<file path="src/rtl/magnitude_stream_reader.sv">
// Frame-to-stream adapter for squared-magnitude bins: captures one packed frame,
// streams it bin by bin with valid/ready, then reports the peak bin and its index.
module magnitude_stream_reader #(
    parameter int sample_size = 32,
    parameter int buffer_size = 32,
    localparam int INDEX_WIDTH = (buffer_size > 1) ? $clog2(buffer_size) : 1
) (
    input  logic                               clk,
    input  logic                               reset,
    input  logic [buffer_size*sample_size-1:0] in_mags,
    input  logic                               in_valid,
    output logic                               in_ready,
    output logic [sample_size-1:0]             out_mag,
    output logic [INDEX_WIDTH-1:0]             out_index,
    output logic                               out_valid,
    output logic                               out_last,
    input  logic                               out_ready,
    output logic [sample_size-1:0]             peak_mag,
    output logic [INDEX_WIDTH-1:0]             peak_index,
    output logic                               peak_valid,
    output logic                               busy
);

    typedef enum logic [1:0] {
        S_IDLE,
        S_STREAM,
        S_REPORT
    } state_t;

    localparam logic [INDEX_WIDTH-1:0] LAST_IDX = INDEX_WIDTH'(buffer_size - 1);

    state_t                   state_q, state_d;
    logic [INDEX_WIDTH-1:0]   index_q, index_d;
    logic [sample_size-1:0]   run_mag_q, run_mag_d;
    logic [INDEX_WIDTH-1:0]   run_idx_q, run_idx_d;
    logic [sample_size-1:0]   peak_mag_q, peak_mag_d;
    logic [INDEX_WIDTH-1:0]   peak_idx_q, peak_idx_d;
    logic                     load_frame;
    logic [sample_size-1:0]   cur_mag;

    logic [sample_size-1:0]   in_bin  [buffer_size];
    logic [sample_size-1:0]   frame_q [buffer_size];

    for (genvar gi = 0; gi < buffer_size; gi++) begin : g_unpack
        assign in_bin[gi] = in_mags[gi*sample_size +: sample_size];
    end

    always_ff @(posedge clk) begin
        if (reset) begin
            for (int i = 0; i < buffer_size; i++) frame_q[i] <= '0;
        end else if (load_frame) begin
            for (int i = 0; i < buffer_size; i++) frame_q[i] <= in_bin[i];
        end
    end

    assign cur_mag = frame_q[index_q];

    always_comb begin
        state_d    = state_q;
        index_d    = index_q;
        run_mag_d  = run_mag_q;
        run_idx_d  = run_idx_q;
        peak_mag_d = peak_mag_q;
        peak_idx_d = peak_idx_q;
        load_frame = 1'b0;
        case (state_q)
            S_IDLE: begin
                if (in_valid) begin
                    load_frame = 1'b1;
                    index_d    = '0;
                    run_mag_d  = '0;
                    run_idx_d  = '0;
                    state_d    = S_STREAM;
                end
            end
            S_STREAM: begin
                if (out_ready) begin
                    // Strictly-greater keeps the lowest index on ties; bin 0 always seeds.
                    if (index_q == '0 || cur_mag > run_mag_q) begin
                        run_mag_d = cur_mag;
                        run_idx_d = index_q;
                    end
                    if (index_q == LAST_IDX) begin
                        peak_mag_d = run_mag_d;
                        peak_idx_d = run_idx_d;
                        state_d    = S_REPORT;
                    end else begin
                        index_d = index_q + INDEX_WIDTH'(1);
                    end
                end
            end
            S_REPORT: state_d = S_IDLE;
            default:  state_d = S_IDLE;
        endcase
    end

    always_ff @(posedge clk) begin
        if (reset) begin
            state_q    <= S_IDLE;
            index_q    <= '0;
            run_mag_q  <= '0;
            run_idx_q  <= '0;
            peak_mag_q <= '0;
            peak_idx_q <= '0;
        end else begin
            state_q    <= state_d;
            index_q    <= index_d;
            run_mag_q  <= run_mag_d;
            run_idx_q  <= run_idx_d;
            peak_mag_q <= peak_mag_d;
            peak_idx_q <= peak_idx_d;
        end
    end

    // Stream outputs are forced to zero outside STREAM so idle outputs read as 0.
    assign in_ready   = (state_q == S_IDLE);
    assign out_valid  = (state_q == S_STREAM);
    assign out_mag    = out_valid ? cur_mag : '0;
    assign out_index  = out_valid ? index_q : '0;
    assign out_last   = out_valid && (index_q == LAST_IDX);
    assign peak_mag   = peak_mag_q;
    assign peak_index = peak_idx_q;
    assign peak_valid = (state_q == S_REPORT);
    assign busy       = (state_q != S_IDLE);

endmodule

</file>
<file path="config.mk">
export PLATFORM = sky130hd
export DESIGN_NAME = magnitude_stream_reader
export DESIGN_NICKNAME = d
export VERILOG_FILES = /design/src/rtl/magnitude_stream_reader.sv
export SDC_FILE = /design/constraint.sdc
export NUM_CORES = 2
export LEC_CHECK = 0
export CORE_AREA = 2 2 428 430
export CTS_CLUSTER_DIAMETER = 50
export DETAILED_ROUTE_END_ITERATION = 8
export DIE_AREA = 0 0 430 432
export PLACE_DENSITY_LB_ADDON = 0.1
export SETUP_SLACK_MARGIN = 0.2
export SYNTH_ARGS = -nofsm -noshare
export SYNTH_HDL_FRONTEND = slang
export SYNTH_SLANG_ARGS = --single-unit
</file>
<file path="constraint.sdc">
create_clock -name clk -period 90.6 [get_ports clk]
set_clock_uncertainty 0.05 [all_clocks]
set_input_delay 18.12 -clock clk [delete_from_list [all_inputs] [get_ports clk]]
set_output_delay 18.12 -clock clk [all_outputs]
set_load 0.01 [all_outputs]
</file>
==> summary.md <==
| Metric | Value |
|---|---|
| Hold path start | state_q[1]$_SDFFE_PP0P_ |
| VDD IR max | 0.0120 mV |
| Std cell rows | 157 |
| Worst Path Required | 72.43 ns |
| Slew margin rel. | 25.2% |
| Reg2Reg Depth | 15 |
| Core Area | 0.182 mm^2 |
| Commonest cells post-synth | edfxtp_1, and2_1, nor2b_1 |
| Cell Chain, Critical Path | buf_4 > buf_4 > mux4_2 > mux2i_1 > a22oi_1 > o21a_1 > and2_1 > clkdlybuf4s50_1 |
| Clock Latency Late Sink | 0.79 ns |
| Pins Over Slew Limit | 0 |
| Detail Route Antenna Nets | 0 |
| Cell mode on critical path | buf_4 |
| Setup TNS | 0 ns |
| Share of the synthesized area in the top cell type | 60.8% |
| Final-report hold violation count | 0 |
| CTS root buf | clkbuf_16 |
| FFs w/ async S/R, synth | 0% |
| Syn_area_per_cell | 15.5 um^2 |
| Num ports | 1,107 |
| Register area share after synthesis | 64.3% |
| CTS tree | yes |
| Final min period | 23.82 ns |
| Critical Path Max Stage Delay | 0.92 ns |
| Final setup fails | 0 |
| Tcrit/Tclk final | 26.3% |
| Top post-synthesis cells by area | edfxtp_1, mux4_2, and2_1 |
| Yosys warns | 0 |
| Slowest CP cell | dfxtp_4 |
| Nets | 5,395 |
| Initial antenna violation count | 74 |
| Die Y | 432 um |
| Critical path arrival | 5.65 ns |
| Vias per cell | 4.74 |
| # resized after CTS | 0 |
| Drt drc | 0 |
| Highest clock rate | 0.0420 GHz |
| First drt pass iteration count | 5 |
| Synthesized net count | 4,329 |
| # H-tree levels | 4 |
| Max-Cap Viols | 0 |
| Hold-fix buffers, CTS | 0 |
| Cell variety after synth | 43 |
| CP Launch Type | register |
| CTS Buffer Depth | 3 |
| Power Total | 0.00138 W |
| Power density over the cells | 20.0 mW/mm^2 |
| Overflow left after global routing | 0 |
| Initial DRC Count | 2,473 |
| Top FF cell, synth | edfxtp_1 |
| Chip Width | 430 um |
| Reg2reg end | peak_index[3]$_SDFFE_PP0P_ |
| Total Die Area | 0.186 mm^2 |
| RSZ-0062 raised after global routing | false |
| Average wire per standard cell | 30.2 um |
| CP Capture Point | out_mag[10] |
| Initial Utilization | 27.8% |
| Port Buffers | 1,106 |
| Flop and latch count out of synthesis | 1,110 |
| Tot GR Track Use | 21.9% |
| Area of the mapped netlist | 0.0505 mm^2 |
| Clk pin slew, worst setup/hold paths | 0.05 ns |
| Worst setup path category | register to output port |
| # clock sinks | 1,110 |
| Gate count after technology mapping | 3,266 |
| Vias | 32,596 |
| Outcome | finished, final reports clean |
| Most common cell in the netlist | edfxtp_1 |
| Leading area contributor after synthesis | edfxtp_1 |
| Share of post-route cells with drive strength above 1 | 13.4% |
| Final wirelength | 207,000 um |
| R2R setup slack | 82.68 ns |
| Clock buffer count from CTS | 157 |
| Hpwl dp | 157,000 um |
| Post-synth EDFFs | 1,024 |
| Critical Path Sink Type | output port |
| First-pass GRT wire length | 281,000 um |
| Number of global-route vias before repair | 34,386 |
| Worst Tran Pin Value | 1.12 ns |
| Setup Buffers After CTS | 0 |
| Area growth from synthesis to layout | 37.0% |
| HP Class | register to register |
| Leakage power | 24.2 nW |
| RD Place Congestion | 0.827 |
| Critical path peak fanout | 59 |
| Largest net degree at the start of global routing | 264 |
[through the flow]
step / utilization (%) / hold WS (ns) / cell area [um^2] / worst slack, ns / std cells
after detailed placement: 35.2 / 0.400 / 63900 / 66.71 / 6558
after floorplan: - / 0.377 / 50500 / 45.85 / 3266
after CTS: 38.1 / 0.412 / 69100 / 66.41 / 6845
after global routing: 38.1 / 0.434 / 69200 / 66.45 / 6853
final: 38.1 / 0.407 / 69200 / 66.78 / 6872
after global placement: 35.2 / 0.401 / 63900 / 66.78 / 6558
[per-layer routing]
| metal | vias up | wire [um] | global-route usage (%) |
|---|---|---|---|
| met4 | 16 | 6910 | 6.93 |
| li1 | 14377 | - | - |
| met3 | 327 | 11400 | 4.43 |
| met5 | - | 101 | 0 |
| met2 | 1205 | 108000 | 39.1 |
| met1 | 16671 | 81300 | 26.3 |
[cell usage in the layout (no fill, tap or decap), types with 3 or more instances in the layout]
cell                n
clkinv_2           22
inv_16              3
mux4_2            287
inv_6              14
dfxtp_4             4
nand3_1            44
clkdlybuf4s50_1  1105
and2_1            614
edfxtp_1         1024
a22oi_1            36
nor4_1              3
nor2_1             50
nand4_1            46
a311oi_1            5
buf_12              3
bufinv_16          16
a211oi_1           33
o21a_1             31
buf_4              45
clkinv_1           22
nor3_1              4
inv_1              38
nor2b_1           452
a21oi_1            16
dfxtp_1            81
clkbuf_16         160
diode_2            27
clkbuf_1           20
clkinvlp_4         13
ha_1               35
a31oi_1            35
nand2_1            52
clkinv_4           10
mux2i_1            96
[power by group]
part           switching (W)  total [W]  internal [W]
sequential         0.0000122   0.000614      0.000602
clock               0.000245   0.000619      0.000374
combinational      0.0000723   0.000149     0.0000763
total               0.000330    0.00138       0.00105
[area by class of cell]
cell class              instances  area (um^2)
flip-flops and latches       1110        32500
diodes                         27         67.6
multi-input cells            1870        16800
clock inverters               105         1130
well taps                    2385         2980
inverters                      39          146
clock buffers                 182         4110
repair buffers               1154        11500
fillers                     17135       112000
[worst max-delay path, delay by kind of cell, from the launching register on]
| kind | cells | cell delay, ns |
|---|---|---|
| buf+inv | 3 | 2.11 |
| flops | 1 | 0.92 |
| mux | 2 | 0.91 |
| compound gates | 2 | 0.64 |
| simple gates | 1 | 0.18 |
[worst min-delay path by stage]
stage | endpoint | slack (ns) | depth (start not counted)
6_report | state_q[0]$_SDFFE_PP0P_ | 0.41 | 1
4_1_cts | state_q[0]$_SDFFE_PP0P_ | 0.41 | 1
3_3_place_gp | state_q[0]$_SDFFE_PP0P_ | 0.40 | 1
3_5_place_dp | state_q[0]$_SDFFE_PP0P_ | 0.40 | 1
5_1_grt | state_q[0]$_SDFFE_PP0P_ | 0.43 | 1
2_1_floorplan | state_q[0]$_SDFFE_PP0P_ | 0.38 | 1
[flip-flops by register name, summed over array words and instances, names as in the netlist, named ones only]
| register | flops |
|---|---|
| index_q | 5 |
| state_q | 2 |
| frame_q | 1024 |
| run_idx_q | 5 |
| run_mag_q | 32 |
| peak_index | 5 |
| peak_mag | 32 |
[cells by family (layout without fill, tap and decap cells)]
kind of cell	after synthesis	after routing	share of synthesized area, %
buffers and inverters	286	1480	2.55
DFF	1110	1110	64.3
adders and majority gates	35	35	0.867
xor gates and xnor gates	2	2	0.0347
AOI/OAI and AO/OA	171	171	2.40
other	0	27	0
and+or+nand+nor	1279	1279	15.2
muxes	383	383	14.7
No activity file was read; power rests on OpenSTA's default activity.
